### config.mk
export PLATFORM = sky130hd
export DESIGN_NAME = fetch_unit
export DESIGN_NICKNAME = d
export VERILOG_FILES = /design/src/rtl/fetch_unit_pkg.sv /design/src/rtl/fetch_unit_fifo.sv /design/src/rtl/fetch_unit.sv
export SDC_FILE = /design/constraint.sdc
export NUM_CORES = 1
export LEC_CHECK = 0
export ABC_AREA = 1
export CELL_PAD_IN_SITES_DETAIL_PLACEMENT = 2
export CELL_PAD_IN_SITES_GLOBAL_PLACEMENT = 2
export CORE_MARGIN = 5
export CORE_UTILIZATION = 32
export DETAILED_ROUTE_END_ITERATION = 10
export GPL_ROUTABILITY_DRIVEN = 0
export GPL_TIMING_DRIVEN = 0
export PLACE_DENSITY_LB_ADDON = 0.2
export SYNTH_ARGS = -nofsm -noshare
export SYNTH_HDL_FRONTEND = slang
export SYNTH_SLANG_ARGS = --single-unit
### constraint.sdc
create_clock -name i_clk -period 4.3 [get_ports i_clk]
set_clock_uncertainty 0.05 [all_clocks]
set_input_delay 0.645 -clock i_clk [delete_from_list [all_inputs] [get_ports i_clk]]
set_output_delay 0.645 -clock i_clk [all_outputs]
set_load 0.01 [all_outputs]
### src/rtl/fetch_unit_pkg.sv
`default_nettype none
// +----------------------------------------------------------------+
// | fetch_unit_pkg : shared types and constants for the fetch stage  |
// | Rev 1.0                                                          |
// +----------------------------------------------------------------+
package fetch_unit_pkg;

    typedef enum logic [1:0] {
        FS_REQ  = 2'd0,
        FS_WAIT = 2'd1,
        FS_DROP = 2'd2
    } fetch_state_e;

    localparam logic [31:0] NOP_INST = 32'h0000_0013;

    typedef struct packed {
        logic [31:0] pc;
        logic [31:0] inst;
    } fetch_entry_t;

    function automatic logic [31:0] word_align(input logic [31:0] addr);
        return {addr[31:2], 2'b00};
    endfunction

endpackage
`default_nettype wire

### src/rtl/fetch_unit_fifo.sv
`default_nettype none
// +----------------------------------------------------------------+
// | fetch_fifo : ring buffer of {pc, inst} entries toward decode     |
// | Rev 1.0                                                          |
// +----------------------------------------------------------------+
module fetch_fifo
    import fetch_unit_pkg::*;
#(
    parameter int DEPTH = 2
) (
    input  logic                       i_clk,
    input  logic                       i_rst_n,
    input  logic                       i_push,
    input  fetch_entry_t               i_push_entry,
    input  logic                       i_pop,
    input  logic                       i_flush,
    output logic                       o_full,
    output logic                       o_empty,
    output logic [$clog2(DEPTH):0]     o_count,
    output fetch_entry_t               o_head
);

    localparam int AW = $clog2(DEPTH);
    localparam int CW = AW + 1;

    logic [AW-1:0] rd_ptr_q, rd_ptr_d;
    logic [AW-1:0] wr_ptr_q, wr_ptr_d;
    logic [CW-1:0] count_q, count_d;
    fetch_entry_t  mem_q [DEPTH];
    fetch_entry_t  mem_d [DEPTH];
    logic          do_pop;

    assign o_full  = (count_q == CW'(DEPTH));
    assign o_empty = (count_q == '0);
    assign o_count = count_q;
    assign o_head  = mem_q[rd_ptr_q];
    assign do_pop  = i_pop && !o_empty;

    always_comb begin
        rd_ptr_d = rd_ptr_q;
        wr_ptr_d = wr_ptr_q;
        count_d  = count_q;
        mem_d    = mem_q;
        if (i_flush) begin
            rd_ptr_d = '0;
            wr_ptr_d = '0;
            count_d  = '0;
        end else begin
            // When full, a push lands in the slot being popped this cycle.
            if (i_push) begin
                mem_d[wr_ptr_q] = i_push_entry;
                wr_ptr_d        = wr_ptr_q + AW'(1);
            end
            if (do_pop) begin
                rd_ptr_d = rd_ptr_q + AW'(1);
            end
            count_d = count_q + CW'(i_push) - CW'(do_pop);
        end
    end

    always_ff @(posedge i_clk or negedge i_rst_n) begin
        if (!i_rst_n) begin
            rd_ptr_q <= '0;
            wr_ptr_q <= '0;
            count_q  <= '0;
        end else begin
            rd_ptr_q <= rd_ptr_d;
            wr_ptr_q <= wr_ptr_d;
            count_q  <= count_d;
        end
    end

    always_ff @(posedge i_clk) begin
        mem_q <= mem_d;
    end

endmodule
`default_nettype wire

### src/rtl/fetch_unit.sv
`default_nettype none
// +----------------------------------------------------------------+
// | fetch_unit : RV32 fetch stage, one outstanding imem read         |
// | Rev 1.0                                                          |
// +----------------------------------------------------------------+
module fetch_unit
    import fetch_unit_pkg::*;
#(
    parameter logic [31:0] RESET_PC   = 32'h0000_0000,
    parameter int          FIFO_DEPTH = 2
) (
    input  logic        i_clk,
    input  logic        i_rst_n,
    output logic        o_imem_req,
    output logic [31:0] o_imem_addr,
    input  logic        i_imem_gnt,
    input  logic        i_imem_rvalid,
    input  logic [31:0] i_imem_rdata,
    input  logic        i_redirect,
    input  logic [31:0] i_redirect_pc,
    input  logic        i_id_ready,
    output logic        o_id_valid,
    output logic [31:0] o_id_inst,
    output logic [31:0] o_id_pc
);

    localparam int CW = $clog2(FIFO_DEPTH) + 1;

    fetch_state_e  state_q, state_d;
    logic [31:0]   pc_q, pc_d;
    logic [31:0]   inflight_pc_q, inflight_pc_d;

    logic          fifo_push;
    logic          fifo_pop;
    logic          fifo_full;
    logic          fifo_empty;
    logic [CW-1:0] fifo_count;
    fetch_entry_t  fifo_head;
    fetch_entry_t  push_entry;

    // Gated by reset so no request is visible while the core is held.
    assign o_imem_req  = i_rst_n && (state_q == FS_REQ) && (fifo_count < CW'(FIFO_DEPTH));
    assign o_imem_addr = word_align(pc_q);

    assign o_id_valid  = !fifo_empty;
    assign o_id_inst   = fifo_empty ? NOP_INST : fifo_head.inst;
    assign o_id_pc     = fifo_empty ? 32'h0    : fifo_head.pc;

    assign fifo_pop    = o_id_valid && i_id_ready && !i_redirect;
    assign push_entry  = '{pc: inflight_pc_q, inst: i_imem_rdata};

    always_comb begin
        state_d       = state_q;
        pc_d          = pc_q;
        inflight_pc_d = inflight_pc_q;
        fifo_push     = 1'b0;

        unique case (state_q)
            FS_REQ: begin
                if (o_imem_req && i_imem_gnt) begin
                    inflight_pc_d = pc_q;
                    pc_d          = pc_q + 32'd4;
                    state_d       = FS_WAIT;
                end
            end
            FS_WAIT: begin
                if (i_imem_rvalid) begin
                    fifo_push = !fifo_full || fifo_pop;
                    state_d   = FS_REQ;
                end
            end
            FS_DROP: begin
                if (i_imem_rvalid) begin
                    state_d = FS_REQ;
                end
            end
            default: state_d = FS_REQ;
        endcase

        // A redirect makes any in-flight or just-granted read stale.
        if (i_redirect) begin
            pc_d      = word_align(i_redirect_pc);
            fifo_push = 1'b0;
            unique case (state_q)
                FS_REQ:  state_d = (o_imem_req && i_imem_gnt) ? FS_DROP : FS_REQ;
                FS_WAIT: state_d = i_imem_rvalid ? FS_REQ : FS_DROP;
                FS_DROP: state_d = i_imem_rvalid ? FS_REQ : FS_DROP;
                default: state_d = FS_REQ;
            endcase
        end
    end

    always_ff @(posedge i_clk or negedge i_rst_n) begin
        if (!i_rst_n) begin
            state_q       <= FS_REQ;
            pc_q          <= RESET_PC;
            inflight_pc_q <= RESET_PC;
        end else begin
            state_q       <= state_d;
            pc_q          <= pc_d;
            inflight_pc_q <= inflight_pc_d;
        end
    end

    fetch_fifo #(
        .DEPTH (FIFO_DEPTH)
    ) u_fifo (
        .i_clk        (i_clk),
        .i_rst_n      (i_rst_n),
        .i_push       (fifo_push),
        .i_push_entry (push_entry),
        .i_pop        (fifo_pop),
        .i_flush      (i_redirect),
        .o_full       (fifo_full),
        .o_empty      (fifo_empty),
        .o_count      (fifo_count),
        .o_head       (fifo_head)
    );

endmodule
`default_nettype wire

==> results.ini, run 1 <==
[routing]
drc = 0
wl_mm = 25.4
viasPerCell = 4.75
drtIter0Drc = 328
wire_per_inst_um = 18.5
vias = 6502
first_pass_iters = 4
antenna_left = 0

[worst_setup_path]
slowest_delay_ps = 560
r2r_end = u_fifo.o_count[1]$_DFF_PN0_
cp_cell_sequence = nor2_1, clkbuf_1, a21oi_1, clkdlybuf4s50_1
worstSetupStartpointType = flop
ff2ff_path_depth = 8
path_max_fanout = 10
critPathArrivalTime_ps = 2620
worst-path-buf-inv = 2
reg2reg_from = u_fifo.o_count[1]$_DFF_PN0_
worstPathRequired_ps = 3610
critPathSlowestCell = clkdlybuf4s50_1
ff2ff_setup_slack_ps = 1670
endpoint_kind = output pin
critical-path-top-delay-family = buffers and inverters
path_class = reg2out

[final_layout]
final_nets = 1096
syn2layout_area_growth_pct = 32.7
diodes = 0
nFillCells = 2776
drive_gt1_share_pct = 7.16

[timing]
layout_setup_ws_ps = 986
worst_pin_slew_ps = 640
hold_violations = 0
timing.slew.headroom_pct = 57.2
setup-violations-final = 0
timing.fmax_mhz = 302
period_share_pct = 77.1
rsz0062_at_grt = no
whs_ps = 49.0
fin_crit_ps = 3310
drv_slew = 0

[power]
ir_worst_vdd_mv = 0.252
p_per_area_mw_per_mm2 = 492
power_leakage_nw = 4.30

[cts]
numCtsBuffers = 17
clk_latency_ps = 430
hold_buffers = 0
cts.sinks = 190
cts_tree = built
htree_num_levels = 4
postCtsSetupBuffers = 0
ctsResizeCount = 0
cts_root_buffer = clkbuf_16
clk_pin_slew_worst_paths_ps = 80
cts.path.max_buffers = 2

[synthesis]
yosysWarnings = 0
syn_inst = 832
synth-seq-cells = 190
avgSynthCellArea_um2 = 9.97
seq_area_frac_synth_pct = 64.8
post_synth_instance_area_mm2 = 0.00830
yosysUniqueCellTypes = 30

[floorplan]
die-area_mm2 = 0.0292
core-area_mm2 = 0.0258
fp.dieH_um = 171
ioPinCount = 168
die_w_um = 171
rows = 59
start_util_pct = 32.2

[global_routing]
grt_usage_pct = 17.5
grt_first_pass_wirelength_mm = 39.4
grt_pass1_vias = 6981
grt_max_degree = 47
grt_overflow = 0
antenna_found_initial = 0

[placement]
numPortBuffers = 161
hpwl_mm = 19.1
dpl_worst_slack_ps = 1210

[outcome]
status = completed

[run]
cap_violations = 0

[worst_hold_path]
hold_path_class = in2async

==> worst max path at each step <==
stage                                            from                          end  slack [ps]  depth (start not counted)
final                     u_fifo.o_count[1]$_DFF_PN0_                  o_id_pc[31]         990                          4
after global routing      u_fifo.o_count[1]$_DFF_PN0_                  o_id_pc[31]         790                          4
after CTS                 u_fifo.o_count[1]$_DFF_PN0_                  o_id_pc[31]         880                          4
after detailed placement                   i_redirect   u_fifo.mem_q[70]$_DFFE_PP_        1210                          6
after global placement                     i_redirect   u_fifo.mem_q[70]$_DFFE_PP_       -2240                          4
after floorplan                            i_id_ready  u_fifo.mem_q[100]$_DFFE_PP_         150                          4
==> layer usage <==
metal / vias to the layer above / routed length, um / track usage [%]
met2: 139 / 12700 / 30.4
met3: 20 / 1000 / 2.29
met5: - / 0 / 0
met1: 3212 / 11500 / 23.5
li1: 3131 / - / -
met4: 0 / 244 / 3.79
==> worst register-to-register path, stage by stage, from the launching register on <==
cell and delay (ps):
dfrtp_1 470, nor2_1 530, clkbuf_1 510, nor3_1 120, ha_1 310, inv_1 40, ha_1 200, xor2_1 210
nor2_1 60
==> flip-flops by register name, indices dropped and copies added, names as in the netlist <==
register and count:
u_fifo.wr_ptr_q 1, u_fifo.o_count 2, u_fifo.mem_q 124, pc_q 30
state_q 2, inflight_pc_q 30, u_fifo.rd_ptr_q 1
==> power breakdown <==
group | internal, mW | leakage [nW] | switching, mW
sequential | 2.30 | 1.95 | 0.240
combinational | 0.578 | 2.07 | 0.792
clock | 0.761 | 0.275 | 0.741
==> cell families (layout without fill, tap and decap cells) <==
group	after synthesis	count (layout)	synth area share (%)
flip-flops	190	190	64.8
buffers and inverters	97	295	4.92
multiplexers	4	4	0.543
AND/OR/NAND/NOR	407	407	20.7
other	1	4	0.0452
adder cells (fa/ha/maj)	6	6	0.905
XOR/XNOR	8	8	0.845
AO/OA/AOI/OAI	119	119	7.25
==> metrics by stage <==
stage	area [um2]	power, mW	std cells	utilization (%)	setup TNS (ps)
floorplan	8310	3.18	835	-	0
global placement	10300	3.89	1331	40.1	-321180
detailed placement	10500	3.97	1336	40.6	0
CTS	11000	5.49	1368	42.7	0
global route	11000	5.74	1368	42.7	0
finish	11000	5.41	1368	42.7	0
==> layout make-up <==
cell class              instances  area [um2]  area share (%)
plain buffers                  37         183            1.66
clock buffers                  17         425            3.86
clock inverters                15         128            1.16
inverters                      60         225            2.05
multi-input cells             548        2540            23.1
flip-flops and latches        190        5380            48.8
well taps                     335         419            3.81
repair buffers                166        1720            15.6
==> synthesized netlist by cell type <==
| library cell | instances | share of area [%] |
|---|---|---|
| nand4_1 | 2 | 0.15 |
| buf_1 | 1 | 0.045 |
| xnor2_1 | 3 | 0.32 |
| nand2_1 | 293 | 13 |
| ha_1 | 6 | 0.90 |
| nor3_1 | 6 | 0.36 |
| nand3_1 | 53 | 3.2 |
| clkbuf_1 | 22 | 1.0 |
| a21oi_1 | 62 | 3.7 |
| inv_1 | 57 | 2.6 |
| nor2_8 | 1 | 0.24 |
| inv_2 | 3 | 0.14 |
| conb_1 | 1 | 0.045 |
| nor2_2 | 4 | 0.30 |
| nand2_4 | 2 | 0.27 |
| nand2_2 | 1 | 0.075 |
| dfrtp_1 | 66 | 20 |
| buf_2 | 5 | 0.30 |
| buf_4 | 8 | 0.72 |
| xor2_1 | 5 | 0.53 |
| mux2_2 | 4 | 0.54 |
| nor2_4 | 6 | 0.81 |
| nor2_1 | 36 | 1.6 |
| edfxtp_1 | 124 | 45 |
| o211ai_1 | 2 | 0.18 |
| and2_1 | 2 | 0.15 |
| a31oi_1 | 1 | 0.075 |
| buf_6 | 1 | 0.14 |
| o21ai_0 | 54 | 3.3 |
| nand2_8 | 1 | 0.24 |
==> layout by cell type (no fill, tap or decap), types with 2 or more instances in the layout <==
cell	Yosys	routed
inv_6	0	3
o21ai_0	54	54
xnor2_1	3	3
inv_1	57	57
nor2_1	36	34
nand3_1	53	53
dfrtp_1	66	66
nor3_1	6	6
buf_4	8	9
buf_2	5	5
a21oi_1	62	62
inv_2	3	3
conb_1	1	4
nand2_1	293	293
clkinv_4	0	5
o211ai_1	2	2
buf_12	0	4
inv_8	0	4
clkinv_1	0	2
nor2_4	6	8
clkbuf_1	22	22
nand2_4	2	2
xor2_1	5	5
edfxtp_1	124	124
clkbuf_16	0	17
and2_1	2	2
nor2_2	4	4
ha_1	6	6
nand4_1	2	2
mux2_2	4	4
clkdlybuf4s50_1	0	160
Power figures use the tool's default switching activity.
==> inputs of run 2 (changes only) <==
- clock period: 4.3 -> 3.2 ns (I/O delays scaled with it)
==> run 2 against run 1 <==
Compared with the run above:
- hold slack gained 350 ps
- die area stayed put
- setup slack got worse by 830 ps
- clock power is 34% higher
- sequential power is 34% higher
- register-to-register slack lost 950 ps
- core utilization up 0.068 points
- critical path type is now in2out
- critical endpoint is now o_imem_req
- largest power group unchanged
- highest routed layer unchanged
==> results.ini, run 2 (synthesis gave the netlist of run 1 again) <==
[cts]
htree_num_levels = 4  ; unchanged
cts_root_buffer = clkbuf_16  ; unchanged
cts.sinks = 190  ; unchanged
cts_tree = built  ; unchanged
numCtsBuffers = 17  ; unchanged
clk_pin_slew_worst_paths_ps = 80  ; about the same
cts.path.max_buffers = 2  ; unchanged
clk_latency_ps = 440  ; was 430 ps

[final_layout]
largest_registers = u_fifo.mem_q (124), inflight_pc_q (30), pc_q (30)  ; unchanged
largest_reg_flops = 124  ; unchanged
final_nets = 1097  ; was 1096
nFillCells = 2787  ; was 2776
syn2layout_area_growth_pct = 32.9  ; was 32.7%
diodes = 0  ; unchanged
final_common_cell = nand2_1  ; unchanged
layout_common_cells = nand2_1, clkdlybuf4s50_1, edfxtp_1  ; unchanged
instances_no_fill = 1369  ; was 1368
regMostFlops = u_fifo.mem_q  ; unchanged
drive_gt1_share_pct = 7.54  ; was 7.16%

[global_routing]
met1_usage_pct = 23.3  ; was 23.5%
grt_pass1_vias = 7045  ; was 6981
grt_first_pass_wirelength_mm = 39.9  ; was 39.4 mm
grt_max_degree = 47  ; unchanged
antenna_found_initial = 0  ; unchanged
met3_usage_pct = 2.93  ; was 2.29%
busiest_layer = met2  ; unchanged
grt_overflow = 0  ; unchanged
grt_usage_pct = 17.8  ; was 17.5%
grt_use_met2_pct = 31.2  ; was 30.4%

[routing]
first_pass_iters = 4  ; unchanged
wl_mm = 25.7  ; was 25.4 mm
antenna_left = 0  ; unchanged
drc = 0  ; unchanged
wire_per_inst_um = 18.8  ; was 18.5 um
viasPerCell = 4.76  ; was 4.75
vias = 6520  ; was 6502
drtIter0Drc = 336  ; was 328

[placement]
numPortBuffers = 161  ; unchanged
hpwl_mm = 19.4  ; was 19.1 mm
placed_cells = 1336  ; unchanged

[floorplan]
die_w_um = 171  ; unchanged
fp.dieH_um = 171  ; unchanged
ioPinCount = 168  ; unchanged
core-area_mm2 = 0.0258  ; unchanged
start_util_pct = 32.2  ; unchanged
die-area_mm2 = 0.0292  ; unchanged
rows = 59  ; unchanged

[power]
ir_worst_vdd_mv = 0.364  ; was 0.252 mV
power_leakage_nw = 4.31  ; was 4.30 nW
share_seq_of_total_power_pct = 46.9  ; about the same
internal_power_mw = 4.90  ; was 3.64 mW
clock_power_share_pct = 27.6  ; was 27.8%
power_frac_comb_pct = 25.5  ; was 25.3%
total_power_mw = 7.28  ; was 5.41 mW
switchingPower_mw = 2.38  ; was 1.77 mW
p_sw_share_pct = 32.7  ; about the same
p_per_area_mw_per_mm2 = 660  ; was 492 mW/mm2

[timing]
worst_pin_slew_ps = 598  ; was 640 ps
tns_ps = 0  ; unchanged
drv_slew = 0  ; unchanged
hold_violations = 0  ; unchanged
rsz0062_at_grt = no  ; unchanged
period_share_pct = 95.0
fin_crit_ps = 3040
timing.slew.headroom_pct = 60.1  ; was 57.2%
timing.fmax_mhz = 329
whs_ps = 403  ; was 49.0 ps
setup-violations-final = 0  ; unchanged

[worst_hold_path]
hold_path_class = in2async  ; unchanged

[worst_setup_path]
endpoint_kind = output pin  ; unchanged
reg2reg_from = u_fifo.o_count[1]$_DFF_PN0_  ; unchanged
path_max_fanout = 46  ; was 10
worstPathRequired_ps = 2670  ; was 3610 ps
path_class = in2out  ; was reg2out
critPathArrivalTime_ps = 2510  ; was 2620 ps
crit_start = i_rst_n  ; was u_fifo.o_count[1]$_DFF_PN0_
worstSetupStartpointType = input port  ; was flop

[run]
cap_violations = 0  ; unchanged

[outcome]
status = completed  ; unchanged

[run 2: power by group through the flow]
| stage | clock (mW) | sequential (mW) | combinational [mW] |
|---|---|---|---|
| 6_report | 2.01 | 3.41 | 1.86 |
| 5_1_grt | 2.17 | 3.46 | 2.06 |
| 4_1_cts | 2.07 | 3.42 | 1.90 |
| 3_5_place_dp | 0 | 3.47 | 1.88 |
| 3_3_place_gp | 0 | 3.44 | 1.78 |
| 2_1_floorplan | 0 | 3.36 | 0.903 |
[run 2: final cells by class]
| class | instances | area, um2 | share of cell area, % |
|---|---|---|---|
| Sequential cell | 190 | 5380 | 48.7 |
| Multi-Input combinational cell | 548 | 2540 | 23.0 |
| Timing Repair Buffer | 167 | 1730 | 15.7 |
| Clock buffer | 17 | 425 | 3.86 |
| Tap cell | 335 | 419 | 3.80 |
| Inverter | 60 | 225 | 2.04 |
| Buffer | 37 | 186 | 1.69 |
| Clock inverter | 15 | 125 | 1.13 |
[run 2: per-layer routing]
layer	vias up	wire length (um)
li1	3127	-
met1	3238	11500
met2	136	13000
met3	19	970
met4	0	315
met5	-	0
[run 2: worst paths after layout]
| kind | slack (ps) | cells after the start | end |
|---|---|---|---|
| worst min-delay path | 400 | 2 | pc_q[8]$_DFFE_PN0P_ |
| max in group asynchronous | 2150 | 3 | inflight_pc_q[21]$_DFFE_PN0N_ |
| worst max-delay path | 160 | 6 | o_imem_req |
| worst max register to register | 720 | 8 | u_fifo.o_count[1]$_DFF_PN0_ |
| min in group i_clk | 420 | 0 | u_fifo.mem_q[36]$_DFFE_PP_ |
| worst min register to register | 420 | 0 | u_fifo.mem_q[36]$_DFFE_PP_ |
[run 2: critical path: stages]
cell             delay, ps
dlygate4sd3_1          540
buf_6                  250
buf_16                 280
nand2_1                140
nor2_4                 200
clkdlybuf4s50_1        580
[run 2: stage by stage]
step,util [%],worst slack (ps),area (um2)
finish,42.8,160,11000
CTS,42.8,42.2,11000
global route,42.8,4.32,11000
detailed placement,40.6,109,10500
global placement,40.1,-1960,10300
floorplan,-,234,8310
[run 2: repair_timing]
item | CTS | global route
hold buffers | 1 | 0
endpoints found under the hold margin | 21 | 0
setup buffers | 0 | 0
gates resized for setup | 1 | 7
endpoints found under the setup margin | 23 | 4
pin swaps | 0 | 0
==> inputs of run 3 (changes only) <==
- CELL_PAD_IN_SITES_DETAIL_PLACEMENT: 2 -> unset
- CELL_PAD_IN_SITES_GLOBAL_PLACEMENT: 2 -> unset
- CORE_UTILIZATION: 32 -> 52
==> run 3 against run 2 <==
Compared with the run above:
- setup slack got worse by 3.7 ps
- via count down 3.2%
- die area down 36%
- total power up 0.41%
- global-route usage grew 4.1 points
- hold slack got worse by 340 ps
- largest cell class unchanged
- highest routed layer unchanged
==> results.ini, run 3 (synthesis gave the netlist of run 1 again) <==
[outcome]
status = completed  ; unchanged

[final_layout]
layout_common_cells = nand2_1, clkdlybuf4s50_1, edfxtp_1  ; unchanged
largest_registers = u_fifo.mem_q (124), inflight_pc_q (30), pc_q (30)  ; unchanged
syn2layout_area_growth_pct = 31.5  ; was 32.9%
instances_no_fill = 1248  ; was 1369
regMostFlops = u_fifo.mem_q  ; unchanged
diodes = 0  ; unchanged
final_common_cell = nand2_1  ; unchanged
utilization_pct = 69.2  ; was 42.8%
drive_gt1_share_pct = 7.27  ; was 7.54%
largest_reg_flops = 124  ; unchanged
final_nets = 1095  ; was 1097

[routing]
wl_mm = 19.6  ; was 25.7 mm
drc = 0  ; unchanged
first_pass_iters = 5  ; was 4
wire_per_inst_um = 15.7  ; was 18.8 um
vias = 6309  ; was 6520
antenna_left = 0  ; unchanged
drtIter0Drc = 312  ; was 336
viasPerCell = 5.06  ; was 4.76

[floorplan]
fp.dieH_um = 136  ; was 171 um
rows = 46  ; was 59
core-area_mm2 = 0.0158  ; was 0.0258 mm2
die_w_um = 136  ; was 171 um
die-area_mm2 = 0.0186  ; was 0.0292 mm2
start_util_pct = 52.6  ; was 32.2%
ioPinCount = 168  ; unchanged

[worst_setup_path]
path_max_fanout = 10  ; was 46
reg2reg_from = u_fifo.o_count[1]$_DFF_PN0_  ; unchanged
cp_cell_sequence = nor2_1, clkbuf_1, a21oi_1, clkdlybuf4s50_1  ; was dlygate4sd3_1, buf_6, buf_16, nand2_1, nor2_4, clkdlybuf4s50_1
ff2ff_path_depth = 8  ; unchanged
slowest_delay_ps = 520  ; was 580 ps
endpoint_kind = output pin  ; unchanged
path_class = reg2out  ; was in2out
critPathSlowestCell = clkdlybuf4s50_1  ; unchanged
worstSetupStartpointType = flop  ; was input port
r2r_end = u_fifo.o_count[1]$_DFF_PN0_  ; unchanged
worstPathRequired_ps = 2670  ; about the same
critical-path-top-delay-family = buffers and inverters  ; unchanged
worst-path-buf-inv = 2  ; was 4
ff2ff_setup_slack_ps = 820  ; was 720 ps
critPathArrivalTime_ps = 2510  ; about the same

[power]
p_per_area_mw_per_mm2 = 670  ; was 660 mW/mm2
clock_power_share_pct = 29.6  ; was 27.6%
power_frac_comb_pct = 24.0  ; was 25.5%
internal_power_mw = 5.10  ; was 4.90 mW
ir_worst_vdd_mv = 0.413  ; was 0.364 mV
share_seq_of_total_power_pct = 46.4  ; was 46.9%
switchingPower_mw = 2.21  ; was 2.38 mW
power_leakage_nw = 4.30  ; was 4.31 nW
p_sw_share_pct = 30.2  ; was 32.7%

[timing]
fin_crit_ps = 3040  ; about the same
setup-violations-final = 0  ; unchanged
tns_ps = 0  ; unchanged
rsz0062_at_grt = no  ; unchanged
worst_pin_slew_ps = 867  ; was 598 ps
drv_slew = 0  ; unchanged
timing.fmax_mhz = 329  ; about the same
timing.slew.headroom_pct = 42.2  ; was 60.1%
hold_violations = 0  ; unchanged
period_share_pct = 95.1  ; was 95.0%
layout_setup_ws_ps = 156  ; was 160 ps

[placement]
dpl_worst_slack_ps = 235  ; was 109 ps
numPortBuffers = 161  ; unchanged
hpwl_mm = 14.1  ; was 19.4 mm
placed_cells = 1216  ; was 1336

[cts]
cts_tree = built  ; unchanged
postCtsSetupBuffers = 0  ; unchanged
ctsResizeCount = 0  ; was 1
numCtsBuffers = 17  ; unchanged
cts.path.max_buffers = 2  ; unchanged
clk_pin_slew_worst_paths_ps = 70  ; was 80 ps
htree_num_levels = 4  ; unchanged
clk_latency_ps = 430  ; was 440 ps
cts.sinks = 190  ; unchanged
cts_root_buffer = clkbuf_16  ; unchanged
hold_buffers = 0  ; was 1

[global_routing]
antenna_found_initial = 0  ; unchanged
grt_overflow = 0  ; unchanged
grt_max_degree = 68  ; was 47
grt_pass1_vias = 6128  ; was 7045
grt_usage_pct = 21.9  ; was 17.8%
grt_first_pass_wirelength_mm = 31.1  ; was 39.9 mm

[worst_hold_path]
hold_path_class = in2async  ; unchanged

[run]
cap_violations = 0  ; unchanged

==> run 3: changes by cell type in the layout (fill, tap and decap cells not counted), sizes merged <==
cell,delta
clkinv,-5
clkinvlp,+4
inv,-3
bufinv,+2
clkbuf,+2
buf,-1
dlygate4sd3,-1
==> run 3: final cells by class <==
cell class | count | area [um2]
clock buffers | 19 | 464
clock inverters | 13 | 150
fillers | 1234 | 4860
flip-flops and latches | 190 | 5380
inverters | 60 | 225
multi-input cells | 548 | 2540
well taps | 216 | 270
plain buffers | 37 | 183
repair buffers | 165 | 1700
==> run 3: power groups by stage <==
stage	sequential, mW	combinational, mW	clock, mW
after floorplan	3.36	0.903	0
after global placement	3.41	1.70	0
after detailed placement	3.43	1.76	0
after CTS	3.39	1.78	2.19
after global routing	3.45	1.96	2.27
final	3.39	1.75	2.16
==> run 3: routing by layer <==
metal / part of all wire, % / up-vias / wire length [um] / global-route usage (%)
met5: 0 / - / 0 / 0
met4: 2.3 / 0 / 459 / 7.89
met3: 6.9 / 34 / 1350 / 4.92
met2: 48 / 214 / 9320 / 35.7
met1: 43 / 2931 / 8480 / 28.9
li1: - / 3130 / - / -
==> run 3: worst register-to-register path, cell delays in order (launching register included) <==
cell and delay, ps:
dfrtp_1 480, nor2_1 490, clkbuf_1 450, nor3_1 90, ha_1 290, inv_1 40, ha_1 170, xor2_1 150
nor2_1 100
==> run 3: worst max path at each step <==
stage / startpoint / to / slack, ps / cells past startpoint
floorplan: i_id_ready / u_fifo.mem_q[100]$_DFFE_PP_ / 230 / 4
detailed placement: i_redirect / u_fifo.mem_q[8]$_DFFE_PP_ / 240 / 6
CTS: u_fifo.o_count[1]$_DFF_PN0_ / o_id_pc[22] / 90 / 4
global placement: i_rst_n / o_imem_req / -1770 / 4
global route: u_fifo.o_count[1]$_DFF_PN0_ / o_id_inst[6] / 10 / 4
finish: u_fifo.o_count[1]$_DFF_PN0_ / o_id_pc[22] / 160 / 4
==> run 3: through the flow <==
stage,hold WS (ps),power [mW],instance area [um2]
after floorplan,134,4.27,8310
after global placement,398,5.11,10200
after detailed placement,405,5.19,10300
after CTS,132,7.35,10900
after global routing,169,7.68,10900
final,67.0,7.31,10900
